## config.mk

```make
export PLATFORM = sky130hd
export DESIGN_NAME = riscv_dtm_dmi
export DESIGN_NICKNAME = d
export VERILOG_FILES = /design/src/rtl/riscv_dm_pkg.sv /design/src/rtl/riscv_dtm_dmi.sv
export SDC_FILE = /design/constraint.sdc
export NUM_CORES = 1
export LEC_CHECK = 0
export CORE_ASPECT_RATIO = 0.75
export CORE_UTILIZATION = 30
export DETAILED_ROUTE_END_ITERATION = 10
export DONT_BUFFER_PORTS = 1
export PLACE_DENSITY_LB_ADDON = 0.15
export REMOVE_ABC_BUFFERS = 1
export SLEW_MARGIN = 5
export SYNTH_ARGS = -nofsm -noshare
export SYNTH_HDL_FRONTEND = slang
export SYNTH_SLANG_ARGS = --single-unit
```

## constraint.sdc

```tcl
create_clock -name clk -period 3 [get_ports clk]
set_input_delay 0.45 -clock clk [delete_from_list [all_inputs] [get_ports clk]]
set_output_delay 0.45 -clock clk [all_outputs]
set_load 0.01 [all_outputs]
```

## src/rtl/riscv_dm_pkg.sv

```systemverilog
// rtl/riscv_dm_pkg.sv - DMI/DTMCS types, op codes and DTM constants shared by the debug transport
package riscv_dm_pkg;

    localparam int DMI_ADDR_WIDTH = 9;
    localparam int DMI_DATA_WIDTH = 32;
    localparam int DMI_OP_WIDTH   = 2;
    localparam int DMI_WIDTH      = DMI_ADDR_WIDTH + DMI_DATA_WIDTH + DMI_OP_WIDTH;

    localparam logic [1:0] WR_OP_NOP = 2'd0;
    localparam logic [1:0] WR_OP_RD  = 2'd1;
    localparam logic [1:0] WR_OP_WR  = 2'd2;

    localparam logic [1:0] RD_OP_SUCCESS = 2'd0;
    localparam logic [1:0] RD_OP_FAILED  = 2'd2;
    localparam logic [1:0] RD_OP_BUSY    = 2'd3;

    localparam logic [3:0] DTM_VERSION     = 4'd1;
    localparam logic [2:0] DTM_IDLE_CYCLES = 3'd2;

    localparam int DTMCS_DMIRESET_BIT  = 16;
    localparam int DTMCS_HARDRESET_BIT = 17;

    localparam logic [1:0] DMISTAT_OK     = 2'd0;
    localparam logic [1:0] DMISTAT_FAILED = 2'd2;
    localparam logic [1:0] DMISTAT_BUSY   = 2'd3;

    typedef struct packed {
        logic [DMI_ADDR_WIDTH-1:0] addr;
        logic [DMI_DATA_WIDTH-1:0] data;
        logic [DMI_OP_WIDTH-1:0]   op;
    } dmi_t;

    typedef struct packed {
        logic [10:0] zero1;
        logic [2:0]  errinfo;
        logic        dtmhardreset;
        logic        dmireset;
        logic        zero0;
        logic [2:0]  idle;
        logic [1:0]  dmistat;
        logic [5:0]  abits;
        logic [3:0]  version;
    } dtmcs_t;

    typedef enum logic [1:0] {
        IDLE,
        REQ,
        WAIT
    } dtm_state_e;

endpackage

```

## src/rtl/riscv_dtm_dmi.sv

```systemverilog
// rtl/riscv_dtm_dmi.sv - DTMCS/DMI scan registers turned into single-outstanding DMI transactions
module riscv_dtm_dmi
    import riscv_dm_pkg::*;
#(
    parameter int ABITS = DMI_ADDR_WIDTH
) (
    input  logic                 clk,
    input  logic                 rst,
    input  logic                 sel_dtmcs_i,
    input  logic                 sel_dmi_i,
    input  logic                 capture_dr_i,
    input  logic                 shift_dr_i,
    input  logic                 update_dr_i,
    input  logic                 tdi_i,
    output logic                 tdo_o,
    output logic                 dmi_req_valid_o,
    input  logic                 dmi_req_ready_i,
    output logic [DMI_WIDTH-1:0] dmi_req_o,
    input  logic                 dmi_resp_valid_i,
    output logic                 dmi_resp_ready_o,
    input  logic [31:0]          dmi_resp_data_i,
    input  logic [1:0]           dmi_resp_op_i,
    output logic                 dmi_hardreset_o
);

    dtm_state_e                state_q, state_d;
    logic [1:0]                dmistat_q, dmistat_d;
    logic [31:0]               dtmcs_sr_q, dtmcs_sr_d;
    logic [DMI_WIDTH-1:0]      dmi_sr_q, dmi_sr_d;
    logic [DMI_ADDR_WIDTH-1:0] last_addr_q;
    logic [31:0]               last_data_q;
    dmi_t                      req_q;
    dmi_t                      dmi_scan;
    dtmcs_t                    dtmcs_cap;
    logic                      tdo_q, tdo_d;
    logic                      hardreset_q;

    logic busy;
    logic dtmcs_update, hard_req, soft_req;
    logic dmi_capture, dmi_update, issue;
    logic resp_fire;

    assign busy         = (state_q != IDLE);
    assign dmi_scan     = dmi_sr_q;
    assign dtmcs_update = update_dr_i & sel_dtmcs_i;
    assign hard_req     = dtmcs_update & dtmcs_sr_q[DTMCS_HARDRESET_BIT];
    assign soft_req     = dtmcs_update & ~dtmcs_sr_q[DTMCS_HARDRESET_BIT]
                                       & dtmcs_sr_q[DTMCS_DMIRESET_BIT];
    assign dmi_capture  = capture_dr_i & sel_dmi_i;
    assign dmi_update   = update_dr_i & sel_dmi_i;
    assign resp_fire    = (state_q == WAIT) & dmi_resp_valid_i;

    // Only a clean, idle DMI accepts a new RD/WR; NOP and op 3 are dropped silently.
    assign issue = dmi_update && (dmistat_q == DMISTAT_OK) && !busy &&
                   ((dmi_scan.op == WR_OP_RD) || (dmi_scan.op == WR_OP_WR));

    always_comb begin
        dtmcs_cap              = '0;
        dtmcs_cap.idle         = DTM_IDLE_CYCLES;
        dtmcs_cap.dmistat      = dmistat_q;
        dtmcs_cap.abits        = 6'(ABITS);
        dtmcs_cap.version      = DTM_VERSION;
    end

    always_ff @(posedge clk) begin
        if (rst) begin
            state_q <= IDLE;
        end else begin
            state_q <= state_d;
        end
    end

    always_comb begin
        state_d = state_q;
        case (state_q)
            IDLE:    if (issue) state_d = REQ;
            REQ:     if (dmi_req_ready_i) state_d = WAIT;
            WAIT:    if (dmi_resp_valid_i) state_d = IDLE;
            default: state_d = IDLE;
        endcase
        if (hard_req) begin
            state_d = IDLE;
        end
    end

    assign dmi_req_valid_o  = (state_q == REQ);
    assign dmi_resp_ready_o = (state_q != REQ);
    assign dmi_req_o        = req_q;
    assign tdo_o            = tdo_q;
    assign dmi_hardreset_o  = hardreset_q;

    // Later assignments win: explicit resets beat busy, busy beats a failed response.
    always_comb begin
        dmistat_d = dmistat_q;
        if (resp_fire && (dmi_resp_op_i == RD_OP_FAILED) && (dmistat_q != DMISTAT_BUSY)) begin
            dmistat_d = DMISTAT_FAILED;
        end
        if (dmi_capture && busy) begin
            dmistat_d = DMISTAT_BUSY;
        end
        if (dmi_update && (dmistat_q == DMISTAT_OK) && busy) begin
            dmistat_d = DMISTAT_BUSY;
        end
        if (hard_req || soft_req) begin
            dmistat_d = DMISTAT_OK;
        end
    end

    always_comb begin
        dtmcs_sr_d = dtmcs_sr_q;
        dmi_sr_d   = dmi_sr_q;
        if (sel_dtmcs_i) begin
            if (capture_dr_i) begin
                dtmcs_sr_d = dtmcs_cap;
            end else if (shift_dr_i) begin
                dtmcs_sr_d = {tdi_i, dtmcs_sr_q[31:1]};
            end
        end
        if (sel_dmi_i) begin
            if (capture_dr_i) begin
                dmi_sr_d = busy ? {last_addr_q, last_data_q, RD_OP_BUSY}
                                : {last_addr_q, last_data_q, dmistat_q};
            end else if (shift_dr_i) begin
                dmi_sr_d = {tdi_i, dmi_sr_q[DMI_WIDTH-1:1]};
            end
        end
        tdo_d = 1'b0;
        if (sel_dtmcs_i) begin
            tdo_d = dtmcs_sr_d[0];
        end else if (sel_dmi_i) begin
            tdo_d = dmi_sr_d[0];
        end
    end

    always_ff @(posedge clk) begin
        if (rst) begin
            dmistat_q   <= DMISTAT_OK;
            dtmcs_sr_q  <= '0;
            dmi_sr_q    <= '0;
            last_addr_q <= '0;
            last_data_q <= '0;
            req_q       <= '0;
            tdo_q       <= 1'b0;
            hardreset_q <= 1'b0;
        end else begin
            dmistat_q   <= dmistat_d;
            dtmcs_sr_q  <= dtmcs_sr_d;
            dmi_sr_q    <= dmi_sr_d;
            tdo_q       <= tdo_d;
            hardreset_q <= hard_req;
            if (issue) begin
                req_q       <= dmi_scan;
                last_addr_q <= dmi_scan.addr;
            end
            // Writes keep last_data; responses arriving in IDLE are stray and discarded.
            if (resp_fire && (req_q.op == WR_OP_RD)) begin
                last_data_q <= dmi_resp_data_i;
            end
        end
    end

endmodule

```

### Yosys cells after proc, flatten, opt, wreduce, memory -nomap -nowiden

Cells that the tools add are included.

| cells by class | value |
|---|---|
| multiplexer cells | 16 |
| shifts and indexed selects | 0 |
| add/sub/neg operators | 0 |
| div/mod/pow operators | 0 |
| order comparisons | 0 |
| reductions and logical operators | 21 |
| bitwise gates (word level) | 8 |
| $mul | 0 |
| eq/ne operators | 11 |

Operator list:

| cell | count |
|---|---|
| 43-bit two-way mux | 2 |
| 32-bit two-way mux | 2 |
| 2-bit two-way mux | 7 |
| 1-bit logical AND | 8 |
| 1-bit AND | 7 |
| 2-bit by 1-bit == test with 1-bit output, second input constant | 3 |
| 2-bit == test, second input constant | 3 |
| 2-bit != test, second input constant | 3 |
| 2-bit one-hot mux with 3 select lines | 1 |
| 2-bit logical NOT | 2 |
| 1-bit two-way mux | 4 |
| 2-bit by 1-bit != test with 1-bit output, second input constant | 2 |
| 2-bit AND reduction | 2 |
| 2-bit nonzero test | 2 |
| 2-bit OR reduction | 2 |
| 3-bit AND reduction | 1 |
| 3-bit nonzero test | 1 |
| 1-bit logical OR | 2 |
| 1-bit logical NOT | 1 |
| 1-bit NOT | 1 |

| storage, ports and cells | value |
|---|---|
| register bits | 156 |
| memories | 0 |
| latch bits | 0 |
| memory bits (read-only) | 0 |
| RAM bits | 0 |
| output and inout bits | 47 |
| word-level logic and storage cells | 68 |

### Longest topological paths before layout

| depth | value |
|---|---|
| depth after elaboration | 7 |
| mapped depth | 6 |

### Worst setup path before layout

OpenSTA, ideal clock, no wires.

| timing path | value |
|---|---|
| path type | input to register |
| from | input sel_dmi_i |
| to | register req_q, in the netlist dmi_req_o[10] |
| setup time | 0.072 ns |
| path slack | 1.335 ns |
| stages on the path | 4 |
| arrival | 1.593 ns |
| path through | or3b_4 > nor3_4 > buf_8 > mux2i_1 |

| on the way | value |
|---|---|
| word-level cells in the longest chain between the ends | 4 |

Ends and longest elaborated chain:

| item | line | source |
|---|---|---|
| from (decl) | riscv_dtm_dmi.sv:10 | `input logic sel_dmi_i,` |
| 1-bit AND | riscv_dtm_dmi.sv:50 | `assign dmi_update = update_dr_i & sel_dmi_i;` |
| 1-bit logical AND (3 in a row) | riscv_dtm_dmi.sv:54 | `assign issue = dmi_update && (dmistat_q == DMISTAT_OK) && !busy &&` |
| to (signal assigned) | riscv_dtm_dmi.sv:152 | `req_q <= dmi_scan;` |
| to (decl) | riscv_dtm_dmi.sv:32 | `dmi_t req_q;` |

No other way between the ends.
A chain may end at the register's enable or synchronous reset.

### Worst setup path after layout

| timing path | value |
|---|---|
| from | register state_q[1] |
| to | register last_data_q[11] |

| on the way | value |
|---|---|
| word-level cells in the longest chain between the ends | 3 |

Ends and longest elaborated chain:

| item | line | source |
|---|---|---|
| from (decl) | riscv_dtm_dmi.sv:26 | `dtm_state_e state_q, state_d;` |
| from (signal assigned) | riscv_dtm_dmi.sv:69 | `state_q <= state_d;` |
| 2-bit == test | riscv_dtm_dmi.sv:51 | `assign resp_fire = (state_q == WAIT) & dmi_resp_valid_i;` |
| 1-bit AND | riscv_dtm_dmi.sv:51 |  |
| 1-bit logical AND | riscv_dtm_dmi.sv:156 | `if (resp_fire && (req_q.op == WR_OP_RD)) begin` |
| to (signal assigned) | riscv_dtm_dmi.sv:157 | `last_data_q <= dmi_resp_data_i;` |
| to (decl) | riscv_dtm_dmi.sv:31 | `logic [31:0] last_data_q;` |

No other way between the ends.

==> impl_metrics.ini <==
[layout]
drive_gt1_share_pct = 12.8
syn_to_final_growth_pct = 11.0
final_nets = 740
final_area_um2 = 7190

[setup_path]
max_stage_delay_ns = 0.53
startpoint = state_q[1]
slowest_stage = nand3b_1
r2r_slack_ns = 1.20
worstPathArrival_ns = 2.11
reg2reg_from = state_q[1]
endpoint_kind = flip-flop
crit_chain = nand3b_1 -> buf_4 -> o21ai_0 -> a21oi_1
crit_end = last_data_q[11]
critPathMaxFanout = 19
reg2reg_to = last_data_q[11]
required_ns = 3.31
critPathKind = reg2reg
cp-start-kind = flip-flop
reg2reg_depth = 4

[sta]
setup-violations-final = 0
relSlewSlack_pct = 33.8
rsz0062_at_grt = false
max_slew.worst_pin.slew_ns = 0.993
slew_violations = 0
clock-skew-final_ns = 0.00881
fin_tns_setup_ns = 0
final.period_utilization_pct = 59.9
finalCriticalPeriod_ns = 1.80
worst_slack_ns = 1.20
clock.fmax_mhz = 557
finalHoldViolCount = 0

[cts]
cts_tree = yes
cts.sinks = 156
clk_pin_slew_ns = 0.07
cts_buffers = 17
clockBufferDepth = 2
root_buffer = clkbuf_16
ctsResizeCount = 0
htreeDepth = 4
cts_hold_buf = 0
clock_latency_ns = 0.43
post_cts_buffers = 0

[synth]
synthArstFlopShare_pct = 0
yosysSeqAreaShare_pct = 48.2
ys_ff_latch = 156
synth_area_leaders = dfxtp_1, mux2i_1, o21ai_0
synth-xor-area-share_pct = 0.135
synthSimpleGateAreaFrac_pct = 20.2
synth_cell_types = 43
muxShareOfSynthArea_pct = 6.67
synth_fa_ha_area_share_pct = 0
syn-cell-area_um2 = 6480
synthFlopType = dfxtp_1
synth.most_common_cell = dfxtp_1
synthTopCellsByCount = dfxtp_1, nand2_1, nor2_1
syn_inst = 738
synthDominantCellAreaShare_pct = 48.2
synth_top_cell_by_area = dfxtp_1
yosysWarnings = 0
synth_enable_flop_cells = 0
synth_compound_area_share_pct = 19.1
synth_top_family_by_area = simple AND/OR/NAND/NOR gates
synth.avg_cell_area_um2 = 8.78

[floorplanning]
die_area_um2 = 22200
core_area_um2 = 21100
fp.dieW_um = 172
die_y_um = 129
start_util_pct = 30.7
fp-row-count = 46
ios = 91

[route]
drt-total-wl_um = 17200
num_vias = 5089
wire_per_inst_um = 17.2
firstDrtPassIters = 5
viasPerCell = 5.10
drc_errors = 0
ant_nets = 0
drtIter0Drc = 377

[run_status]
status = finished clean

[power]
leakage_nw = 2.34
power_mw = 4.66
p_per_area_nw_per_um2 = 648
peakVddDrop_v = 0.000384

[global_routing]
antenna_found_initial = 1
grt_pass1_wl_um = 27200
grt_max_degree = 120
grt_overflow_total = 0
grt_pass1_vias = 4849
grt_use_total_pct = 16.0

[place]
hpwlAfterDp_um = 10300
place_congestion = 0.712
post-place-ws_ns = 1.15
postPlaceCellArea_um2 = 6590
numPortBuffers = 0

[hold_path]
min_path_type = in2reg

[flow_run]
maxCapViolCount = 0
logic make-up after synthesis:
| group | after synthesis |
|---|---|
| flip-flops | 156 |
| XOR/XNOR | 1 |
| multiplexers | 43 |
| buffers and inverters | 79 |
| AND/OR/NAND/NOR | 257 |
| AO/OA/AOI/OAI | 202 |
critical path, delay by kind of cell, from the launching register on:
| kind | cells | cell delay (ns) |
|---|---|---|
| simple gates | 1 | 0.53 |
| compound gates | 2 | 0.27 |
| buf+inv | 1 | 0.42 |
| flops | 1 | 0.43 |
stage by stage:
step / hold WS [ns] / utilization [%] / cells
finish: 0.106 / 34.0 / 998
CTS: 0.0835 / 34.0 / 997
detailed placement: 0.459 / 31.2 / 965
global placement: 0.451 / 31.2 / 965
floorplan: 0.444 / - / 668
global route: 0.0821 / 34.0 / 997
report_power, final:
part           internal, mW  switching (mW)  leakage, nW  total, mW
clock                  1.26           0.955        0.290       2.21
combinational         0.116           0.154        0.787      0.269
sequential             2.13          0.0504         1.27       2.18
total                  3.50            1.16         2.34       4.66
sequential cells by signal, summed over array words and instances, names as in the netlist:
register,flops
dmi_req_o,43
dmi_scan,43
dtmcs_sr_q,32
last_data_q,32
dmistat_q,2
state_q,2
dmi_hardreset_o,1
tdo_o,1
worst min path at each step:
stage	cells past startpoint	slack [ns]	to	from
after global placement	2	0.45	last_data_q[17]	last_data_q[17]
after global routing	1	0.08	dtmcs_sr_q[10]	sel_dtmcs_i
after CTS	1	0.08	dmi_scan[37]	rst
after floorplan	2	0.44	last_data_q[0]	last_data_q[0]
final	1	0.11	dmi_scan[37]	rst
after detailed placement	2	0.46	last_data_q[22]	last_data_q[22]
routing by layer:
layer | up-vias | share of wire [%] | GRT usage (%)
met2 | 128 | 42 | 23.1
met1 | 2423 | 49 | 21.8
met3 | 14 | 7.5 | 6.11
met5 | - | 0 | 0
li1 | 2524 | - | -
met4 | 0 | 0.99 | 5.15
final cells by class:
| class | instances | area, um2 |
|---|---|---|
| timing repair buffer | 9 | 80.1 |
| fill | 2191 | 13900 |
| clock inverter | 15 | 176 |
| antenna | 1 | 2.50 |
| clock buffer | 17 | 425 |
| inverter | 9 | 33.8 |
| sequential | 156 | 3120 |
| tap | 288 | 360 |
| multi-input combinational | 503 | 2990 |
cell usage in the layout, fill, tap and decap left out, types with 7 or more instances in the layout:
cell	count
nand2_1	79
nor2_1	77
or3b_2	41
a22oi_1	27
inv_1	8
mux2i_1	42
a21oi_1	36
clkbuf_16	17
buf_4	8
inv_6	7
a211oi_1	44
o21ai_0	73
dfxtp_1	156
nand3_1	33
nand2b_1	11
No activity file was read; power rests on OpenSTA's default activity.
